File: src/rtl/shot_fire_control.sv
// Fire-key front end for the shot stock manager: debounce, aim latch, ammo, cooldown and reload.
// Optional build macro SHOT_FIRE_AUTOREPEAT_EN: a held key re-fires at the end of each cooldown.
module shot_fire_control #(
  parameter int DEBOUNCE_FRAMES    = 2,
  parameter int COOLDOWN_FRAMES    = 8,
  parameter int RELOAD_FRAMES      = 60,
  parameter int MAX_AMMO           = 9,
  parameter int REQ_TIMEOUT_FRAMES = 20
) (
  input  logic       clk,
  input  logic       reset,
  input  logic       startOfFrame,
  input  logic       pause,
  input  logic       fireKey,
  input  logic       aimLeft,
  input  logic       aimRight,
  input  logic       poweredUp,
  input  logic       shot_fired,
  input  logic       nonAvailable,
  output logic       trigger,
  output logic [2:0] shotDirection,
  output logic [3:0] ammo,
  output logic       reloading,
  output logic       emptyClick,
  output logic [1:0] fsm_state
);

  localparam int DW = (DEBOUNCE_FRAMES > 0)    ? $clog2(DEBOUNCE_FRAMES + 1)    : 1;
  localparam int CW = (COOLDOWN_FRAMES > 0)    ? $clog2(COOLDOWN_FRAMES + 1)    : 1;
  localparam int LW = (RELOAD_FRAMES > 0)      ? $clog2(RELOAD_FRAMES + 1)      : 1;
  localparam int RW = (REQ_TIMEOUT_FRAMES > 0) ? $clog2(REQ_TIMEOUT_FRAMES + 1) : 1;

  localparam logic [DW-1:0] DEB_MAX  = DW'(DEBOUNCE_FRAMES);
  localparam logic [DW-1:0] DEB_PRE  = DW'(DEBOUNCE_FRAMES - 1);
  localparam logic [LW-1:0] RL_LAST  = LW'(RELOAD_FRAMES - 1);
  localparam logic [RW-1:0] REQ_LAST = RW'(REQ_TIMEOUT_FRAMES - 1);
  localparam logic [3:0]    AMMO_MAX = 4'(MAX_AMMO);

  typedef enum logic [1:0] {
    S_IDLE     = 2'd0,
    S_REQ      = 2'd1,
    S_COOLDOWN = 2'd2,
    S_RELOAD   = 2'd3
  } state_t;

  state_t        state;
  logic [DW-1:0] deb_cnt;
  logic [CW-1:0] cd_cnt;
  logic [LW-1:0] rl_cnt;
  logic [RW-1:0] req_cnt;
  logic [2:0]    aim_dir;
  logic [CW-1:0] cd_limit;
  logic          press;

  assign fsm_state = state;

  // press fires in the startOfFrame cycle in which the debounce counter reaches
  // its limit, so the request is registered on that same edge.
  assign press    = startOfFrame && fireKey && (deb_cnt == DEB_PRE);
  assign cd_limit = poweredUp ? CW'(COOLDOWN_FRAMES >> 1) : CW'(COOLDOWN_FRAMES);

`ifdef SHOT_FIRE_AUTOREPEAT_EN
  logic key_down;
  assign key_down = (deb_cnt == DEB_MAX);
`endif

  always_comb begin
    aim_dir = 3'b010;
    if (aimLeft && !aimRight)      aim_dir = 3'b001;
    else if (aimRight && !aimLeft) aim_dir = 3'b100;
  end

  always_ff @(posedge clk) begin
    if (reset) begin
      deb_cnt <= '0;
    end else if (startOfFrame) begin
      if (!fireKey)                deb_cnt <= '0;
      else if (deb_cnt != DEB_MAX) deb_cnt <= deb_cnt + 1'b1;
    end
  end

  // Handshake: trigger is a level held from entry into REQ until the stock
  // manager answers with a 1-cycle shot_fired or nonAvailable (shot_fired wins),
  // or the request is abandoned on pause or timeout; it drops on that same edge.
  always_ff @(posedge clk) begin
    if (reset) begin
      state         <= S_IDLE;
      trigger       <= 1'b0;
      shotDirection <= 3'b010;
      ammo          <= AMMO_MAX;
      reloading     <= 1'b0;
      emptyClick    <= 1'b0;
      cd_cnt        <= '0;
      rl_cnt        <= '0;
      req_cnt       <= '0;
    end else begin
      emptyClick <= 1'b0;
      case (state)
        S_IDLE: begin
          if (press && !pause) begin
            state         <= S_REQ;
            trigger       <= 1'b1;
            shotDirection <= aim_dir;
            req_cnt       <= '0;
          end
        end

        S_REQ: begin
          if (shot_fired) begin
            trigger <= 1'b0;
            ammo    <= (ammo != 4'd0) ? ammo - 4'd1 : 4'd0;
            if (ammo <= 4'd1) begin
              state     <= S_RELOAD;
              reloading <= 1'b1;
              rl_cnt    <= '0;
            end else begin
              state  <= S_COOLDOWN;
              cd_cnt <= cd_limit;
            end
          end else if (nonAvailable) begin
            state      <= S_IDLE;
            trigger    <= 1'b0;
            emptyClick <= 1'b1;
          end else if (pause) begin
            state   <= S_IDLE;
            trigger <= 1'b0;
          end else if (startOfFrame) begin
            if (req_cnt == REQ_LAST) begin
              state   <= S_IDLE;
              trigger <= 1'b0;
            end else begin
              req_cnt <= req_cnt + 1'b1;
            end
          end
        end

        S_COOLDOWN: begin
          if (!pause) begin
            if (cd_cnt == '0 || (startOfFrame && cd_cnt == CW'(1))) begin
              cd_cnt <= '0;
              state  <= S_IDLE;
`ifdef SHOT_FIRE_AUTOREPEAT_EN
              if (key_down && ammo != 4'd0) begin
                state         <= S_REQ;
                trigger       <= 1'b1;
                shotDirection <= aim_dir;
                req_cnt       <= '0;
              end
`endif
            end else if (startOfFrame) begin
              cd_cnt <= cd_cnt - 1'b1;
            end
          end
        end

        S_RELOAD: begin
          if (press) emptyClick <= 1'b1;
          if (!pause && startOfFrame) begin
            if (rl_cnt == RL_LAST) begin
              state     <= S_IDLE;
              reloading <= 1'b0;
              ammo      <= AMMO_MAX;
              rl_cnt    <= '0;
            end else begin
              rl_cnt <= rl_cnt + 1'b1;
            end
          end
        end

        default: state <= S_IDLE;
      endcase
    end
  end

endmodule
File: config.mk
export PLATFORM = sky130hd
export DESIGN_NAME = shot_fire_control
export DESIGN_NICKNAME = d
export VERILOG_FILES = /design/src/rtl/shot_fire_control.sv
export SDC_FILE = /design/constraint.sdc
export NUM_CORES = 1
export LEC_CHECK = 0
export BUFFER_PORTS_ARGS = -buffer_cell sky130_fd_sc_hd__buf_4
export CORE_MARGIN = 3
export CORE_UTILIZATION = 56
export CTS_CLUSTER_DIAMETER = 60
export DETAILED_ROUTE_END_ITERATION = 8
export PLACE_DENSITY_LB_ADDON = 0.05
export SETUP_SLACK_MARGIN = 0.4
export SLEW_MARGIN = 20
export SYNTH_ARGS = -nofsm -noshare
export SYNTH_HDL_FRONTEND = slang
export SYNTH_SLANG_ARGS = --single-unit
File: constraint.sdc
create_clock -name clk -period 2.42 [get_ports clk]
set_clock_uncertainty 0.2 [all_clocks]
set_input_delay 0.484 -clock clk [delete_from_list [all_inputs] [get_ports clk]]
set_output_delay 0.484 -clock clk [all_outputs]
set_load 0.02 [all_outputs]
==> results.md, run 1 <==
* Mux share of post-synthesis cell area at 5.748%
* Hold_sp: reset
* CP endpoint kind: flip-flop
* Critical Path Start: deb_cnt[0]
* Slowest-stage cell, CP: or3_4
* Synth warn at 0
* Max_cap viols at 0
* Net total in the final layout at 236
* CTS sink cnt at 29
* Avg Inst Size Synth at approximately 8.4 µm²
* Worst-margin pin slew at 0.4911 ns
* Final Max Tran Viols at 0
* R2r startpoint: deb_cnt[0]
* CTS Root Cell: clkbuf_4
* Worst Path Required at 2.45 ns
* Core Area at between 2000 and 3000 µm²
* Syn_nets at 208
* Layout area overhead at 18.74%
* CP bufs+invs at 0
* R2R Setup Slk at 0.41 ns
* RSZ-0062 raised after global routing: true
* Aggregate routed wire length at approximately 3400 µm
* Via-to-Cell Ratio at 5.787
* Layout cells sized above 1 at between 20% and 30%
* Hold Vio Cnt, Final at 0
* Worst path cell trace: ha_4 -> nand4b_1 -> or3_4 -> a2111oi_4 -> xnor2_1 -> nor2_2
* Die Area at 3513 µm²
* Die X at 59.27 µm
* TNS Setup at 0 ns
* Post-synth ARST share at 0%
* Compound-Gate Fraction of Synth Area at approximately a fifth
* Synth area leader: dfxtp_1
* Post-Syn Area at 1589 µm²
* Ranking of synthesized cells by area: dfxtp_1, nor2_1, ha_1
* Vias in the first global route at 1,358
* First-pass GRT wire length at 5878 µm
* Worst-path clk slew at ~0.1 ns
* Post-Layout Inst Area at between 1500 and 2000 µm²
* Register area share after synthesis at 36.54%
* Hold WC Path Type: in2reg
* CTS tree: yes
* Pleak at 0.7298 nW
* Startpoint Class: flip-flop
* Die Span Y at 59.27 µm
* P per Cell Area at 630.0 nW/µm²
* Fillers at 212
* Rows at 18
* Post-synthesis simple-gate area fraction at between 20% and 30%
* Setup Crit Path Kind: reg2reg
* DRC Markers at 0
* Ports at 22
* Initial antenna violation count at 0
* Crit-path max cell delay at ~0.45 ns
* Routed len/inst at 13.57 µm
* Synth Instances at 190
* Rel. slew slack at 67.26%
* Hpwl dp at 2486 µm
* Top delay family on crit path: simple AND/OR/NAND/NOR gates
* Crit path max fanout at 7
* Total CTS buffers at 5
* IO buf count at 21
* DRT iter0 DRCs at 89
* Seq cells post-synth at 29
* Max Root-Sink Buffers at 2
* Yosys top cell area share at 36.54%
* Area after DPL at 1779 µm²
* Number of distinct library cells after synthesis at 44
* H-tree level count at 2
* Outcome: finished clean
* Final min period at 2.006 ns
* Grt ovf at 0
* Largest net degree at the start of global routing at 19
* Synth Area in XOR/XNOR at 4.409%
* Fmax achieved at 498.5 MHz
* Ant diodes at 0
* DR pass1 iterations at 4
* RePlAce Congestion at 0.7766
* Adder-cell share of the synthesized area at 6.299%
* Dominant synthesized flop cell: dfxtp_1
* Final setup viols at 0
* Final worst-path cycle share at 82.90%
* GRT Util Overall at 22.00%
* Total power at ~1.2 mW
* Post-synth EDFFs at 0
* Pre-CTS WS at 0.2218 ns
* Worst skew pair latency at 0.34 ns
* Setup WS post-layout at 0.4138 ns
* Initial core utilization at between 60% and 70%
* WP data arrival at slightly above 2 ns
* Largest family of logic cells by synthesized area: simple AND/OR/NAND/NOR gates
* Final ANT Viol Nets at 0
* Top post-synthesis cells by count: dfxtp_1, nor2_1, a21oi_1
* Max VDD drop at about 0.66 mV
* Via Count at 1,441
## registers in the layout (all words and copies together), names as in the netlist
name,count
ammo,4
cd_cnt,4
deb_cnt,2
emptyClick,1
fsm_state,2
reloading,1
req_cnt,5
rl_cnt,6
shotDirection,3
trigger,1
## metrics by stage
step                      hold WS, ns  instances  util [%]
final                          0.2567        249     72.85
after global routing           0.2510        249     72.85
after CTS                      0.2467        247     70.87
after detailed placement       0.2508        239     68.70
after global placement         0.2465        239     68.70
after floorplan                0.2488        190         -
## worst reg2reg max path: cells and delay by family, from the launching register on
kind	cells	cell delay (ns)
flops	1	0.38
compound gates	1	0.38
simple gates	3	0.63
fa+ha+maj	1	0.14
xor+xnor	1	0.18
## area by class of cell
| class | instances | area, µm² | share of cell area, % |
|---|---|---|---|
| multi-input combinational | 144 | 968.4 | 51.33 |
| sequential | 29 | 585.6 | 31.03 |
| timing repair buffer | 27 | 202.7 | 10.74 |
| clock buffer | 6 | 41.29 | 2.188 |
| inverter | 11 | 41.29 | 2.188 |
| tap | 30 | 37.54 | 1.989 |
| clock inverter | 2 | 10.01 | 0.5305 |
## placed cells by master (no fill, tap or decap), types with 2 or more instances in the layout
cell type,synthesis,routed
clkinv_2,0,2
nor2b_1,3,2
nand2b_1,3,3
nand2_1,16,15
xnor2_1,7,7
a21oi_1,17,15
dfxtp_1,29,25
inv_1,11,10
or3_1,4,3
a211oi_1,2,2
o211ai_1,2,2
nand4_1,2,2
a21oi_2,0,2
clkbuf_4,0,5
ha_1,8,7
o21ai_0,8,8
buf_4,1,27
nor2_1,29,29
nand3_1,4,4
mux2i_1,8,8
dfxtp_2,0,4
o21a_1,3,3
nor3_1,4,4
o31ai_1,3,3
## where the power goes
group / internal (mW) / leakage [nW] / total [mW] / switching (mW)
clock: 0.110 / 0.0320 / 0.277 / 0.166
combinational: 0.154 / 0.461 / 0.374 / 0.220
sequential: 0.507 / 0.236 / 0.538 / 0.0313
## worst paths after layout
check	to	cells after the start
max reg2reg	req_cnt[4]	6
min	fsm_state[1]	2
max	req_cnt[4]	6
min reg2reg	trigger	2
## layer usage
layer / wire length (µm) / track usage (%) / share of wire (%)
met5: 0 / 0 / 0
met4: 91 / 9.385 / 2.7
met3: 147 / 7.843 / 4.4
met2: 1612 / 35.10 / 48
met1: 1527 / 26.50 / 45
## cells by family (layout without fill, tap and decap cells)
family                   after synthesis  in the layout
adder cells (fa/ha/maj)                8              8
buffers and inverters                 17             46
multiplexers                           9              9
AO/OA/AOI/OAI                         45             45
AND/OR/NAND/NOR                       74             74
flip-flops                            29             29
XOR/XNOR                               8              8
## repair_timing
| item | CTS | global route |
|---|---|---|
| pin swaps | 0 | 6 |
| hold buffers | 0 | 0 |
| resized for setup | 1 | 12 |
| setup endpoints to repair | 5 | 8 |
| setup buffers | 0 | 2 |
(Power assumes the default switching activity.)
==> run 2, diff against run 1 <==
--- a/config.mk
+++ b/config.mk
@@ -5,9 +5,10 @@
 export SDC_FILE = /design/constraint.sdc
 export NUM_CORES = 1
 export LEC_CHECK = 0
+export ABC_AREA = 1
 export BUFFER_PORTS_ARGS = -buffer_cell sky130_fd_sc_hd__buf_4
 export CORE_MARGIN = 3
-export CORE_UTILIZATION = 56
+export CORE_UTILIZATION = 51
 export CTS_CLUSTER_DIAMETER = 60
 export DETAILED_ROUTE_END_ITERATION = 8
 export PLACE_DENSITY_LB_ADDON = 0.05
==> constraint.sdc (replaced) <==
create_clock -name clk -period 1.65 [get_ports clk]
set_clock_uncertainty 0.2 [all_clocks]
set_input_delay 0.33 -clock clk [delete_from_list [all_inputs] [get_ports clk]]
set_output_delay 0.33 -clock clk [all_outputs]
set_load 0.02 [all_outputs]
==> run 2 against run 1 <==
Compared with the run above: combinational power grew to 2.9 times the previous value; register-to-register slack got worse by 0.32 ns; die area increased by 14%; total power increased by 120%; sequential share of layout area down 7.5 points; hold slack got worse by 0.23 ns; fmax grew 29%; clock power rose by 130%; synthesized area grew 5.6%; global-route usage grew 2.5 points; via count increased by 30%; critical path type unchanged; largest power group is now combinational cells.
==> results.md, run 2 <==
* Initial antenna violation count at 0 (unchanged)
* Sw Share at 38.76% (+3.6 points)
* Dominant synthesized flop cell: dfxtp_1
* Synth area leader: dfxtp_1
* Synth Instances at 250 (+32%)
* Internal Pwr Total at 1.583 mW (+110%)
* Total CTS buffers at 5 (unchanged)
* DRT iter0 DRCs at 124 (+39%)
* Worst-margin pin slew at 0.3129 ns (-0.1781 ns)
* Aggregate routed wire length at 5013 µm (+48%)
* Most flop-heavy register: rl_cnt
* Final ANT Viol Nets at 0 (unchanged)
* Ports at 22 (unchanged)
* CTS tree: yes
* Max VDD drop at 0.6455 mV (-1.7%)
* Layout area overhead at 58.61%
* CTS Root Cell: clkbuf_4
* Final min period at 1.558 ns (-0.4478 ns)
* Largest register FFs at 6 (unchanged)
* Startpoint Class: flip-flop
* IO buf count at 21 (unchanged)
* CTS sink cnt at 29 (unchanged)
* Hold Slack at 0.02259 ns (-0.2341 ns)
* GRT Util Overall at 24.48% (+2.5 points)
* Rows at 20 (+2)
* Worst Path Required at 1.68 ns (-0.77 ns)
* DRC Markers at 0 (unchanged)
* Avg Inst Size Synth at 6.711 µm² (-20%)
* Biggest regs: rl_cnt (6), req_cnt (5)
* Post-synth EDFFs at 0 (unchanged)
* Most frequent cells in the layout: nand2_1, buf_4, nor2_1
* Die X at 63.36 µm (+6.9%)
* Ant diodes at 0 (unchanged)
* First-pass GRT wire length at 7831 µm (+33%)
* RSZ-0062 raised after global routing: true
* Comb power frac at 42.4% (+11 points)
* Clock power frac at 24.2% (+0.9 points)
* Final setup viols at 0 (unchanged)
* Commonest non-fill, non-tap cell in the layout: nand2_1
* WP data arrival at 1.59 ns (-0.44 ns)
* Post-synth ARST share at 0% (unchanged)
* Most frequent cell after synthesis: nand2_1
* Vias in the first global route at 1,769 (+30%)
* Worst skew pair latency at 0.33 ns (about the same)
* Final worst-path cycle share at 94.45% (+12 points)
* Yosys top cell area share at 34.60% (-1.9 points)
* Die Area at 4014 µm² (+14%)
* Crit path max fanout at 4 (-3)
* Worst-path clk slew at 0.09 ns (about the same)
* Seq cells post-synth at 29 (unchanged)
* Syn_nets at 268 (+29%)
* Top post-synthesis cells by count: nand2_1, nor2_1, inv_1
* Max_cap viols at 0 (unchanged)
* Via Count at 1,870 (+30%)
* Synth warn at 0 (unchanged)
* Core Area at 3103 µm² (+20%)
* Sequential fraction of design power at 33.4% (-12 points)
* Fmax achieved at 641.7 MHz (+29%)
* Initial core utilization at 54.07% (-7.3 points)
* Setup Crit Path Kind: reg2reg
* Worst R2R Path Depth at 12 (+6)
* Outcome: finished clean
* Number of distinct library cells after synthesis at 27 (-39%)
* Hold WC Path Type: in2reg
* RePlAce Congestion at 0.8118 (+4.5%)
* Hpwl dp at 2841 µm (+14%)
* CP endpoint kind: flip-flop
* Total power at 2.585 mW (+120%)
* Via-to-Cell Ratio at 5.313 (-8.2%)
* Hold Vio Cnt, Final at 0 (unchanged)
* Net total in the final layout at 325 (+38%)
* H-tree level count at 2 (unchanged)
* P per Cell Area at 971.2 nW/µm² (+54%)
* Register area share after synthesis at 34.60% (-1.9 points)
* P_sw at 1.002 mW (+140%)
* Pleak at 1.139 nW (+56%)
* Largest net degree at the start of global routing at 10 (-9)
* Cells on Worst Hold Path at 2 (unchanged)
* Post-Syn Area at 1678 µm² (+5.6%)
* Max Root-Sink Buffers at 2 (unchanged)
* Final Max Tran Viols at 0 (unchanged)
* DR pass1 iterations at 4 (unchanged)
* Routed len/inst at 14.24 µm (+4.9%)
* Grt ovf at 0 (unchanged)
* Rel. slew slack at 79.06% (+12 points)
* Die Span Y at 63.36 µm (+6.9%)
* Hold-fix buffers at CTS at 0 (unchanged)
* Layout cells sized above 1 at 53.90% (+30 points)
* Ranking of synthesized cells by area: dfxtp_1, nand2_1, nor2_1
## run 2: cell count changes after synthesis, sizes merged, moves of 3 or more
cell	before	now
nand4	2	7
o21a	3	0
nand3	4	12
nand2	16	69
nand2b	3	0
nor2b	3	0
xnor2	7	1
mux2i	8	0
nor2	30	42
o21ai	8	12
o31ai	3	0
inv	11	35
or3	4	0
xor2	1	5
## run 2: layer usage
metal  track usage, %  routed length (µm)  vias to the layer above
li1                 -                   -                      916
met1            29.26                2030                      872
met2            41.98                2598                       65
met3            6.952                 273                       17
met4            7.817                 110                        0
met5                0                   0                        -
## run 2: logic make-up (layout without fill, tap and decap cells)
| kind of cell | after synthesis | in the layout | synth area share, % |
|---|---|---|---|
| AOI/OAI and AO/OA | 30 | 30 | 9.919 |
| xor gates and xnor gates | 6 | 6 | 3.132 |
| adders and majority gates | 8 | 8 | 5.966 |
| buffers and inverters | 38 | 96 | 9.098 |
| DFF | 29 | 29 | 34.60 |
| and+or+nand+nor | 139 | 139 | 37.29 |
## run 2: what timing repair did
| item | in CTS | in global routing |
|---|---|---|
| gates resized for setup | 65 | 40 |
| endpoints found under the setup margin | 41 | 41 |
| pin swaps | 21 | 19 |
| buffers inserted | 18 | 9 |
## run 2: layout make-up
class	instances	area [µm²]
multi-input cells	183	1281
flip-flops and latches	29	625.6
repair buffers	53	457.9
fillers	177	441.7
inverters	35	156.4
clock buffers	7	55.05
well taps	44	55.05
clock inverters	1	30.03
## run 2: power groups by stage
stage / registers, mW / logic [mW] / clock network [mW]
5_1_grt: 0.874 / 1.18 / 0.674
3_3_place_gp: 0.880 / 0.742 / 0
4_1_cts: 0.863 / 0.916 / 0.629
2_1_floorplan: 0.901 / 0.531 / 0
6_report: 0.864 / 1.10 / 0.625
3_5_place_dp: 0.881 / 0.753 / 0
## run 2: path summary, 6_finish.rpt
| check | startpoint | slack, ns | end |
|---|---|---|---|
| max | cd_cnt[1] | 0.09 | fsm_state[1] |
| min | reset | 0.02 | cd_cnt[0] |
| max reg2reg | cd_cnt[1] | 0.09 | fsm_state[1] |
| min reg2reg | shotDirection[1] | 0.28 | shotDirection[1] |
## run 2: critical path, cell delays in order (launching register included)
cell	delay [ns]
dfxtp_2	0.35
inv_4	0.07
ha_4	0.13
nand2_2	0.04
nand2_1	0.06
nand2_1	0.05
nand2_2	0.11
inv_4	0.06
buf_6	0.11
nor2_4	0.07
nand3_2	0.05
nand2_1	0.09
inv_1	0.05
## run 2: stage by stage
stage	setup slack, ns	std cells	instance area [µm²]	utilization [%]	TNS, ns
after global placement	0.1111	317	2023	65.20	0
final	0.09156	352	2661	85.77	0
after detailed placement	0.07987	317	2023	65.20	0
after global routing	-0.003707	352	2661	85.77	-0.003707
after floorplan	0.2231	250	1799	-	0
after CTS	0.1695	343	2447	78.87	0
==> run 3, diff against run 2 <==
--- a/config.mk
+++ b/config.mk
@@ -8,7 +8,7 @@
 export ABC_AREA = 1
 export BUFFER_PORTS_ARGS = -buffer_cell sky130_fd_sc_hd__buf_4
 export CORE_MARGIN = 3
-export CORE_UTILIZATION = 51
+export CORE_UTILIZATION = 61
 export CTS_CLUSTER_DIAMETER = 60
 export DETAILED_ROUTE_END_ITERATION = 8
 export PLACE_DENSITY_LB_ADDON = 0.05
==> constraint.sdc (replaced) <==
create_clock -name clk -period 1.95 [get_ports clk]
set_clock_uncertainty 0.2 [all_clocks]
set_input_delay 0.39 -clock clk [delete_from_list [all_inputs] [get_ports clk]]
set_output_delay 0.39 -clock clk [all_outputs]
set_load 0.02 [all_outputs]
==> run 3 against run 2 <==
Compared with the run above: final cell count down 8.5%; hold slack improved by 0.10 ns; clock-buffer cell count is 2 lower; die area decreased by 15%; non-clock buffer count shrank 16; sequential share of layout area grew 3.7 points; sequential power shrank 16%; highest routed layer unchanged; critical path depth is 4 lower; final area shrank 16%; total power down 25%; via count grew 1.7%.
==> results.md, run 3 (same netlist as run 2, synthesis figures left out) <==
* Area after DPL at 1864 µm² (-7.9%)
* DRT iter0 DRCs at 160 (+29%)
* Internal Pwr Total at 1.090 mW (-31%)
* IO buf count at 21 (unchanged)
* Pleak at 0.9959 nW (-13%)
* Vias in the first global route at 1,529 (-14%)
* Rel. slew slack at 72.49% (-6.6 points)
* Final setup viols at 0 (unchanged)
* Hold-fix buffers at CTS at 0 (unchanged)
* Fmax achieved at around 560 MHz
* Layout cells sized above 1 at 40.41% (-13 points)
* Commonest non-fill, non-tap cell in the layout: nand2_1
* Max_cap viols at 0 (unchanged)
* Routed len/inst at 16.65 µm (+17%)
* Total power at 1.938 mW (-25%)
* Via-to-Cell Ratio at 5.904 (+11%)
* Layout area overhead at 33.63%
* Fillers at 130 (-27%)
* R2R Setup Slk at 0.21 ns (+0.12 ns)
* Met1 Wirelength at 2005 µm (-1.2%)
* Area of the multi-input gates at 1117 µm² (-13%)
* P per Cell Area at 864.3 nW/µm² (-11%)
* Max VDD drop at 0.8643 mV (+34%)
* DR WL met2 at 2529 µm (-2.7%)
* Net total in the final layout at 309 (-4.9%)
* Aggregate routed wire length at 5361 µm (+6.9%)
* Largest register FFs at 6 (unchanged)
* Total CTS buffers at 5 (unchanged)
* Met3 WL at 485 µm (+78%)
* CTS Root Cell: clkbuf_4
* RSZ-0062 raised after global routing: true
* Sequential fraction of design power at 37.7% (+4.3 points)
* Final ANT Viol Nets at 0 (unchanged)
* Worst Path Required at 1.97 ns (+0.29 ns)
* Final worst-path cycle share at between 90% and 100%
* CP endpoint kind: flip-flop
* Biggest regs: rl_cnt (6), req_cnt (5)
* Most frequent cells in the layout: nand2_1, buf_4, nor2_1
* GRT Util Overall at 23.11% (-1.4 points)
* Sw Share at 43.77% (+5.0 points)
* Pre-CTS WS at 0.1466 ns (+0.06669 ns)
* Ports at 22 (unchanged)
* Initial core utilization at 65.93% (+12 points)
* Die Area at 3416 µm² (-15%)
* Initial antenna violation count at 0 (unchanged)
* Hold WC Path Type: in2reg
* CTS sink cnt at 29 (unchanged)
* Worst skew pair latency at 0.35 ns (+0.02 ns)
* RePlAce Congestion at 0.8524 (+5.0%)
* Final Max Tran Viols at 0 (unchanged)
* TNS Setup at 0 ns (unchanged)
* Setup WS post-layout at 0.1504 ns (+0.05886 ns)
* Hold Vio Cnt, Final at 0 (unchanged)
* Clock power frac at 19.8% (-4.4 points)
* CTS tree: yes
* Rows at 18 (-10%)
* First-pass GRT wire length at 6161 µm (-21%)
* DRC Markers at 0 (unchanged)
* Grt ovf at 0 (unchanged)
* Reg area at 609.3 µm² (-2.6%)
* Largest net degree at the start of global routing at 14 (+4)
* Worst-margin pin slew at 0.4112 ns (+0.09825 ns)
* Max Root-Sink Buffers at 2 (unchanged)
* Setup Crit Path Kind: in2reg
* Core Area at 2545 µm² (-18%)
* Ant diodes at 0 (unchanged)
* Crit path max fanout at 8 (+4)
* DR top layer: met4
* P_sw at 0.8482 mW (-15%)
* H-tree level count at 2 (unchanged)
* Die X at 58.45 µm (-7.7%)
* Post-Layout Inst Area at 2242 µm² (-16%)
* Worst-path clk slew at 0.10 ns (about the same)
* Hpwl dp at 2747 µm (-3.3%)
* Comb power frac at 42.6% (+0.2 points)
* Via Count at 1,901 (+1.7%)
* Startpoint Class: input port
* Die Span Y at 58.45 µm (-7.7%)
* Most flop-heavy register: rl_cnt
* Outcome: finished clean
* WP data arrival at 1.82 ns (+0.23 ns)
* DR pass1 iterations at 7 (+3)
* Final min period at around 1.8 ns
## run 3: what timing repair did
item	4_1_cts	5_1_grt
pin swaps	6	19
gates resized for setup	15	60
setup endpoints to repair	17	26
buffers inserted	4	11
## run 3: final timing paths
kind           startpoint  cells after the start            to
max          startOfFrame                      8  fsm_state[0]
min          nonAvailable                      3    emptyClick
max reg2reg    req_cnt[0]                      8  fsm_state[0]
min reg2reg     rl_cnt[0]                      2     rl_cnt[0]
## run 3: layer usage
layer | global-route usage [%] | vias up
met1 | 27.27 | 859
met2 | 40.83 | 123
met4 | 8.940 | 0
li1 | - | 876
met5 | 0 | -
met3 | 4.605 | 43
## run 3: worst max-delay path: stages
cell     delay, ns
buf_4         0.15
inv_1         0.11
nor2_1        0.34
nand4_1       0.19
nand2_1       0.17
nand3_1       0.19
nor2_1        0.21
nor2_1        0.08
## run 3: through the flow
stage               cells  util, %  hold WS, ns
floorplan             250        -       0.2546
global placement      299    73.25       0.2620
detailed placement    299    73.25       0.2677
CTS                   311    77.93       0.1164
global route          322    88.10       0.1295
finish                322    88.10       0.1227
## run 3: layout make-up
class                      count  share of cell area (%)
inverter                      35                   6.306
sequential                    29                   27.18
tap                           30                   1.674
timing repair buffer          37                   12.56
multi-input combinational    183                   49.83
clock buffer                   5                   1.674
clock inverter                 3                  0.7813
## run 3: power groups by stage
stage / Sequential, mW / Clock, mW / Combinational (mW)
after floorplan: 0.744 / 0 / 0.417
after global placement: 0.727 / 0 / 0.568
after detailed placement: 0.728 / 0 / 0.584
after CTS: 0.722 / 0.379 / 0.632
after global routing: 0.739 / 0.405 / 0.881
final: 0.730 / 0.383 / 0.825
